### config.mk
export PLATFORM = sky130hd
export DESIGN_NAME = mist_frame_tracker
export DESIGN_NICKNAME = d
export VERILOG_FILES = /design/src/rtl/mist_frame_tracker.sv
export SDC_FILE = /design/constraint.sdc
export NUM_CORES = 1
export LEC_CHECK = 0
export CORE_AREA = 2 2 63 65
export CTS_BUF_LIST = sky130_fd_sc_hd__clkbuf_8
export DETAILED_ROUTE_END_ITERATION = 16
export DIE_AREA = 0 0 65 67
export GPL_TIMING_DRIVEN = 0
export PLACE_DENSITY = 0.87
export SKIP_CTS_REPAIR_TIMING = 1
export SLEW_MARGIN = 20
export SYNTH_ARGS = -nofsm -noshare
export SYNTH_HDL_FRONTEND = slang
export SYNTH_SLANG_ARGS = --single-unit
### constraint.sdc
create_clock -name clk -period 3.3 [get_ports clk]
set_input_delay 0.33 -clock clk [delete_from_list [all_inputs] [get_ports clk]]
set_output_delay 0.33 -clock clk [all_outputs]
set_load 0.1 [all_outputs]
### src/rtl/mist_frame_tracker.sv
// Frame tracker for the MiST sim harness: VS/HS edge detect, frame counter, dump window, end-of-sim flag.
// Define MIST_FRAME_CHECK_EN to compile in the per-frame line counter and the sticky frame_err check.
module mist_frame_tracker #(
    parameter logic [31:0] START_FRAME = 32'd0,
    parameter logic [31:0] STOP_FRAME  = 32'd0,
    parameter int          LW          = 12
) (
    input  logic          clk,
    input  logic          rst,
    input  logic          VGA_VS,
    input  logic          VGA_HS,
    output logic [31:0]   frame_cnt,
    output logic          frame_stb,
    output logic          dump_en,
    output logic          dump_start,
    output logic          sim_done,
    output logic [LW-1:0] lines_per_frame,
    output logic          frame_err
);

    // state | meaning
    // IDLE  | just out of reset, no frame seen yet
    // WAIT  | counting frames, dump window not yet open
    // DUMP  | inside the dump window, dump_en high
    // DONE  | stop frame reached, sim_done high until rst
    typedef enum logic [1:0] {IDLE, WAIT, DUMP, DONE} state_t;

    state_t      state;
    logic        vs_l;
    logic        vs_armed;
    logic        vs_fall;
    logic [31:0] frame_nxt;
    logic [32:0] start_diff;
    logic [32:0] stop_diff;
    logic        start_hit;
    logic        stop_hit;

    // A VS already low at reset release is not an edge: VS must be seen high first.
    assign vs_fall   = vs_armed & vs_l & ~VGA_VS;
    assign frame_nxt = frame_cnt + 32'd1;

    // Unsigned >= done via the borrow bit so a zero parameter does not fold to a constant compare.
    assign start_diff = {1'b0, frame_nxt} - {1'b0, START_FRAME};
    assign stop_diff  = {1'b0, frame_nxt} - {1'b0, STOP_FRAME};
    assign start_hit  = ~start_diff[32];
    assign stop_hit   = (STOP_FRAME != 32'd0) & ~stop_diff[32];

    always_ff @(posedge clk or posedge rst) begin
        if (rst) begin
            vs_l       <= 1'b1;
            vs_armed   <= 1'b0;
            frame_cnt  <= 32'd0;
            frame_stb  <= 1'b0;
            dump_en    <= 1'b0;
            dump_start <= 1'b0;
            sim_done   <= 1'b0;
            state      <= IDLE;
        end else begin
            vs_l       <= VGA_VS;
            frame_stb  <= vs_fall;
            dump_start <= 1'b0;
            if (VGA_VS) begin
                vs_armed <= 1'b1;
            end
            if (vs_fall) begin
                frame_cnt <= frame_nxt;
                case (state)
                    IDLE, WAIT: begin
                        if (stop_hit) begin
                            state    <= DONE;
                            dump_en  <= 1'b0;
                            sim_done <= 1'b1;
                        end else if (start_hit) begin
                            state      <= DUMP;
                            dump_en    <= 1'b1;
                            dump_start <= 1'b1;
                        end else begin
                            state <= WAIT;
                        end
                    end
                    DUMP: begin
                        if (stop_hit) begin
                            state    <= DONE;
                            dump_en  <= 1'b0;
                            sim_done <= 1'b1;
                        end
                    end
                    DONE: begin
                        state <= DONE;
                    end
                    default: begin
                        state <= IDLE;
                    end
                endcase
            end
        end
    end

`ifdef MIST_FRAME_CHECK_EN
    localparam logic [LW-1:0] LINE_MAX = '1;

    logic          hs_l;
    logic          hs_rise;
    logic [LW-1:0] line_cnt;

    assign hs_rise = ~hs_l & VGA_HS;

    // The first partial frame and first full frame have no valid reference, hence frame_cnt >= 2.
    always_ff @(posedge clk or posedge rst) begin
        if (rst) begin
            hs_l            <= 1'b1;
            line_cnt        <= '0;
            lines_per_frame <= '0;
            frame_err       <= 1'b0;
        end else begin
            hs_l <= VGA_HS;
            if (vs_fall) begin
                lines_per_frame <= line_cnt;
                line_cnt        <= hs_rise ? LW'(1) : '0;
                if ((frame_cnt >= 32'd2) && (line_cnt != lines_per_frame)) begin
                    frame_err <= 1'b1;
                end
            end else if (hs_rise && (line_cnt != LINE_MAX)) begin
                line_cnt <= line_cnt + LW'(1);
            end
        end
    end
`else
    logic hs_unused;

    assign hs_unused       = VGA_HS;
    assign lines_per_frame = '0;
    assign frame_err       = 1'b0;
`endif

endmodule
==> impl_metrics.py, run 1 <==
metrics = {
    "run_status": {
        "status": "completed",
    },
    "timing": {
        "hold_viol": 0,
        "tns_ns": 0,
        "slew_violations": 0,
        "max_freq_mhz": 436.0,
        "rsz0062_at_grt": "no",
        "fin_crit_sh": 0.6950,
        "period_needed_ns": 2.293,
        "setup_viol": 0,
        "slew_headroom": 0.3424,
        "worstMarginPinSlew_ns": 0.9834,
        "finClkSkew_ns": 0.009489,
    },
    "power_and_ir_drop": {
        "p_leak_nw": 1.098,
        "p_seq_frac": 0.366,
        "power_density_nw_per_um2": 617.1,
        "p_switching_uw": 581.9,
        "ir_worst_vdd_mv": 0.4003,
        "combPwrFrac": 0.314,
        "clkPwrFrac": 0.320,
        "switching_share": 0.3871,
        "intPower_uw": 921.4,
    },
    "global_routing": {
        "grt-ovfl-total": 0,
        "antenna_found_initial": 0,
        "grt_first_pass_wirelength_um": 5244,
        "grt_util_all_layers": 0.1611,
        "grt_max_degree": 39,
        "grt_pass1_vias": 1143,
    },
    "critical_path": {
        "cp-end-kind": "primary output",
        "worstPathRequired_ns": 2.97,
        "slowest_stage": "clkdlybuf4s50_1",
        "crit_family": "buffers and inverters",
        "cp_slowest_stage_delay_ns": 1.19,
        "path_class": "reg -> out",
        "crit_arrival_ns": 1.96,
        "path_cells": "clkdlybuf4s50_1",
        "r2r_slack_ns": 1.61,
        "crit_fanout": 7,
        "cp.buffers_inverters": 1,
        "critPathLaunchType": "register",
    },
    "yosys": {
        "yosys_warnings": 0,
        "synth_top_family_by_area": "simple AND/OR/NAND/NOR gates",
        "synth_compound_area_frac": 0,
        "synthDistinctLibCells": 28,
        "synthSimpleGateAreaFrac": 0.2276,
        "synth_seq_cells": 38,
        "syn_area_um2": 1814,
        "ys_seq_area_frac": 0.5248,
        "synth_adder_area_share": 0.006897,
        "synthXorXnorAreaFrac": 0.1538,
        "syn_inst": 154,
        "synth_mux_area_frac": 0,
        "syn_avg_cell_area_um2": 11.78,
    },
    "floorplan": {
        "io_pins": 53,
        "dieArea_um2": 4355,
        "fp.dieW_um": 65,
        "initial_utilization": 0.5031,
        "fp.coreArea_um2": 3606,
        "row_count": 22,
        "die_y_um": 67,
    },
    "clocking": {
        "numCtsBuffers": 5,
        "cts_root_buf": "clkbuf_8",
        "h-tree-depth": 2,
        "clock_latency_ns": 0.29,
        "clk_pin_slew_ns": 0.07,
        "clockBufferDepth": 2,
        "cts.sink_count": 38,
        "cts_tree": "done",
    },
    "finish": {
        "final_cell_mix": "37 x dfrtp_1, 37 x clkdlybuf4s50_1, 27 x xnor2_1",
        "syn_to_final_growth_pct": 34.28,
        "drive_above_1_share": 0.1887,
        "diodes": 0,
        "fin_nets": 216,
        "fillCellCount": 275,
        "final_core_util": 0.6756,
    },
    "detailed_routing": {
        "antenna_left": 0,
        "dr_wl_met3_um": 176,
        "viasPerCell": 4.658,
        "dr.first_iter.drc_count": 44,
        "top_layer_used": "met4",
        "m1WireLength_um": 1497,
        "wirelength_um": 3047,
        "drtPass1Iterations": 4,
        "vias": 1211,
        "avgRoutedWirePerCell_um": 11.72,
        "dr_wl_met2_um": 1322,
        "drcViolationCount": 0,
    },
    "min_path": {
        "hp-class": "reg -> reg",
    },
    "placed_design": {
        "hpwl_um": 2201,
        "gp_congestion": 0.7517,
        "io_buffers": 37,
    },
    "flow_run": {
        "max-cap-violations": 0,
    },
}
final cells by class:
type                            count  area (um^2)  area share
Sequential cell                    38        952.2      0.3909
Multi-Input combinational cell    107        757.0      0.3107
Timing Repair Buffer               37        370.4      0.1520
Buffer                             17        135.1     0.05547
Clock buffer                        6        82.58     0.03390
Clock inverter                      2        60.06     0.02465
Tap cell                           48        60.06     0.02465
Inverter                            5        18.77    0.007704
power groups by stage:
| stage | Sequential, mW | Clock [mW] | Combinational, mW |
|---|---|---|---|
| floorplan | 0.798 | 0 | 0.144 |
| global placement | 0.558 | 0 | 0.471 |
| detailed placement | 0.559 | 0 | 0.475 |
| CTS | 0.550 | 0.487 | 0.475 |
| global route | 0.556 | 0.514 | 0.491 |
| finish | 0.550 | 0.481 | 0.472 |
kinds of logic (layout without fill, tap and decap cells):
| logic type | after synthesis | count (layout) |
|---|---|---|
| buffers and inverters | 22 | 67 |
| and+or+nand+nor | 61 | 61 |
| adders and majority gates | 1 | 1 |
| other | 1 | 14 |
| xor gates and xnor gates | 31 | 31 |
| DFF | 38 | 38 |
flip-flops by register name, summed over array words and instances (netlist names):
| name | count |
|---|---|
| vs_l | 1 |
| dump_en | 1 |
| state | 1 |
| vs_armed | 1 |
| frame_stb | 1 |
| dump_start | 1 |
| frame_cnt | 32 |
Yosys cell counts:
library cell,count,share of area
and2_1,1,0.0035
and3_1,3,0.010
and4_1,1,0.0048
buf_4,15,0.062
buf_6,2,0.012
conb_1,1,0.0021
dfrtp_1,37,0.51
dfstp_2,1,0.014
ha_1,1,0.0069
inv_1,5,0.010
nand2_1,12,0.025
nand2b_1,1,0.0035
nand3_1,9,0.025
nand3_2,2,0.011
nand3b_2,1,0.0062
nand4_1,12,0.041
nand4_2,1,0.0069
nand4_4,2,0.023
nand4b_1,1,0.0048
nor2_1,6,0.012
nor3_1,2,0.0055
nor3b_2,1,0.0069
nor4_1,1,0.0035
nor4_4,2,0.023
or2_2,3,0.010
xnor2_1,27,0.13
xnor2_2,1,0.0090
xor2_1,3,0.014
worst paths after layout:
| path | to | depth (start not counted) | startpoint |
|---|---|---|---|
| hold / removal | dump_start | 1 | state[1] |
| max in group asynchronous | frame_cnt[25] | 2 | rst |
| setup reg to reg | frame_cnt[17] | 5 | vs_l |
| hold reg to reg | dump_start | 1 | state[1] |
| min in group asynchronous | frame_cnt[24] | 2 | rst |
| setup / recovery | frame_cnt[9] | 1 | frame_cnt[9] |
per-layer routing:
layer,vias to the layer above,GRT usage
met4,0,0.06383
li1,606,-
met2,35,0.2410
met5,-,0
met3,4,0.05574
met1,566,0.2142
per-stage QoR:
step	instance area, um^2	setup slack [ns]	instances	power [mW]	hold WS [ns]
6_report	2436	1.007	260	1.503	0.4275
5_1_grt	2436	0.9643	260	1.560	0.4593
4_1_cts	2436	0.9980	260	1.512	0.4284
3_5_place_dp	2293	1.200	252	1.034	0.4155
3_3_place_gp	2293	1.213	252	1.029	0.4165
2_1_floorplan	1863	1.058	167	0.9423	0.3345
Power figures use the tool's default switching activity.
==> run 2: changes to the inputs <==
--- a/config.mk
+++ b/config.mk
@@ -5,12 +5,12 @@
 export SDC_FILE = /design/constraint.sdc
 export NUM_CORES = 1
 export LEC_CHECK = 0
-export CORE_AREA = 2 2 63 65
+export CORE_AREA = 2 2 64 66
 export CTS_BUF_LIST = sky130_fd_sc_hd__clkbuf_8
 export DETAILED_ROUTE_END_ITERATION = 16
-export DIE_AREA = 0 0 65 67
+export DIE_AREA = 0 0 66 68
 export GPL_TIMING_DRIVEN = 0
-export PLACE_DENSITY = 0.87
+export PLACE_DENSITY = 0.85
 export SKIP_CTS_REPAIR_TIMING = 1
 export SLEW_MARGIN = 20
 export SYNTH_ARGS = -nofsm -noshare
==> constraint.sdc (replaced) <==
create_clock -name clk -period 2.2 [get_ports clk]
set_input_delay 0.22 -clock clk [delete_from_list [all_inputs] [get_ports clk]]
set_output_delay 0.22 -clock clk [all_outputs]
set_load 0.1 [all_outputs]
==> run 2 against run 1 <==
  * Non-clock buffer count unchanged
  * First-iteration DRC count decreased by 64%
  * Register-to-register slack got worse by 1.1 ns
  * Clock power increased by 17%
  * Critical path depth unchanged
  * Worst setup slack got worse by 0.94 ns
  * Die area increased by 3.1%
  * Critical path type unchanged
  * Clock-buffer cell count decreased by 1
  * Utilization decreased by 5.0 points
  * Sequential share of layout area increased by 0.59 points
==> impl_metrics.py, run 2 (synthesis gave the netlist of run 1 again) <==
metrics = {
    "run_status": {
        "status": "completed",
    },
    "timing": {
        "hold_viol": 0,
        "finClkSkew_ns": 0.007749,
        "fin_crit_sh": 0.9702,
        "rsz0062_at_grt": "no",
        "slew_headroom": 0.3444,
        "slew_violations": 0,
        "period_needed_ns": 2.134,
        "max_freq_mhz": 468.5,
        "tns_ns": 0,
        "setup_viol": 0,
        "worstMarginPinSlew_ns": 0.9803,
    },
    "detailed_routing": {
        "dr.first_iter.drc_count": 16,
        "drcViolationCount": 0,
        "antenna_left": 0,
        "vias": 1228,
        "viasPerCell": 4.687,
        "wirelength_um": 3005,
        "avgRoutedWirePerCell_um": 11.47,
        "drtPass1Iterations": 3,
    },
    "placed_design": {
        "dp_cells": 254,
        "gp_congestion": 0.7606,
        "io_buffers": 37,
        "hpwl_um": 2226,
    },
    "floorplan": {
        "initial_utilization": 0.4705,
        "die_y_um": 68,
        "fp.coreArea_um2": 3856,
        "dieArea_um2": 4488,
        "io_pins": 53,
        "fp.dieW_um": 66,
        "row_count": 23,
    },
    "global_routing": {
        "grt_util_all_layers": 0.1566,
        "antenna_found_initial": 0,
        "grt_pass1_vias": 1153,
        "grt_max_degree": 39,
        "grt-ovfl-total": 0,
        "grt_first_pass_wirelength_um": 5195,
    },
    "clocking": {
        "clk_pin_slew_ns": 0.07,
        "clockBufferDepth": 2,
        "h-tree-depth": 2,
        "cts.sink_count": 38,
        "cts_tree": "done",
        "clock_latency_ns": 0.29,
        "numCtsBuffers": 5,
        "cts_root_buf": "clkbuf_8",
    },
    "min_path": {
        "hp-class": "in -> async",
    },
    "critical_path": {
        "path_class": "reg -> out",
        "crit_arrival_ns": 1.91,
        "cp.buffers_inverters": 1,
        "critPathLaunchType": "register",
        "slowest_stage": "clkdlybuf4s50_1",
        "crit_fanout": 5,
        "cp_slowest_stage_delay_ns": 1.17,
        "path_cells": "clkdlybuf4s50_1",
        "crit_family": "buffers and inverters",
        "worstPathRequired_ns": 1.98,
        "cp-end-kind": "primary output",
    },
    "finish": {
        "syn_to_final_growth_pct": 32.97,
        "layout_commonest_cell": "clkdlybuf4s50_1",
        "largest_reg_flops": 32,
        "drive_above_1_share": 0.1981,
        "final_cells": 262,
        "top_register": "frame_cnt",
        "diodes": 0,
        "final_cell_mix": "35 x clkdlybuf4s50_1, 33 x dfrtp_1, 27 x xnor2_1",
        "fin_nets": 216,
        "fillCellCount": 328,
    },
    "flow_run": {
        "max-cap-violations": 0,
    },
    "power_and_ir_drop": {
        "p_leak_nw": 1.120,
        "ir_worst_vdd_mv": 1.493,
        "power_density_nw_per_um2": 873.4,
    },
}
run 2: cell types whose count changed in the layout (fill, tap and decap cells not counted), sizes merged:
cell,change
clkdlybuf4s50,-2
dlymetal6s2s,+2
inv,+2
bufinv,-1
clkbuf,-1
run 2: path summary, 6_finish.rpt:
check | from | endpoint | slack, ns | depth (start not counted)
max in group asynchronous | rst | frame_cnt[4] | 1.29 | 2
hold reg to reg | state[1] | dump_start | 0.44 | 1
hold / removal | rst | frame_cnt[25] | 0.38 | 2
min in group clk | VGA_VS | vs_l | 0.39 | 1
setup / recovery | frame_cnt[15] | frame_cnt[15] | 0.07 | 1
setup reg to reg | vs_l | frame_cnt[17] | 0.50 | 5
run 2: area by class of cell:
| type | count | area, um^2 | area share |
|---|---|---|---|
| inverters | 5 | 18.77 | 0.007780 |
| plain buffers | 17 | 135.1 | 0.05602 |
| flip-flops and latches | 38 | 957.2 | 0.3968 |
| multi-input cells | 107 | 757.0 | 0.3138 |
| clock inverters | 3 | 37.54 | 0.01556 |
| well taps | 50 | 62.56 | 0.02593 |
| repair buffers | 37 | 375.4 | 0.1556 |
| clock buffers | 5 | 68.82 | 0.02853 |
run 2: layer usage:
metal / track usage / wire, um
met5: 0 / 0
met4: 0.08163 / 85
met3: 0.05263 / 164
met2: 0.2500 / 1475
met1: 0.1896 / 1280
run 2: power by group:
group          switching [mW]  total, mW  internal (mW)
sequential             0.0727      0.831          0.758
combinational           0.564      0.712          0.149
clock                   0.234      0.564          0.330
run 2: metrics by stage:
step                      cell area (um^2)  setup slack [ns]  hold slack (ns)  power [mW]    util
after floorplan                       1868          0.009603           0.2245       1.421       -
after global placement                2301            0.2209           0.4198       1.556  0.5967
after detailed placement              2301            0.1863           0.4164       1.561  0.5967
after CTS                             2407           0.01826           0.3840       2.124  0.6243
after global routing                  2412        0.00005618           0.3956       2.200  0.6256
final                                 2412           0.06562           0.3843       2.107  0.6256
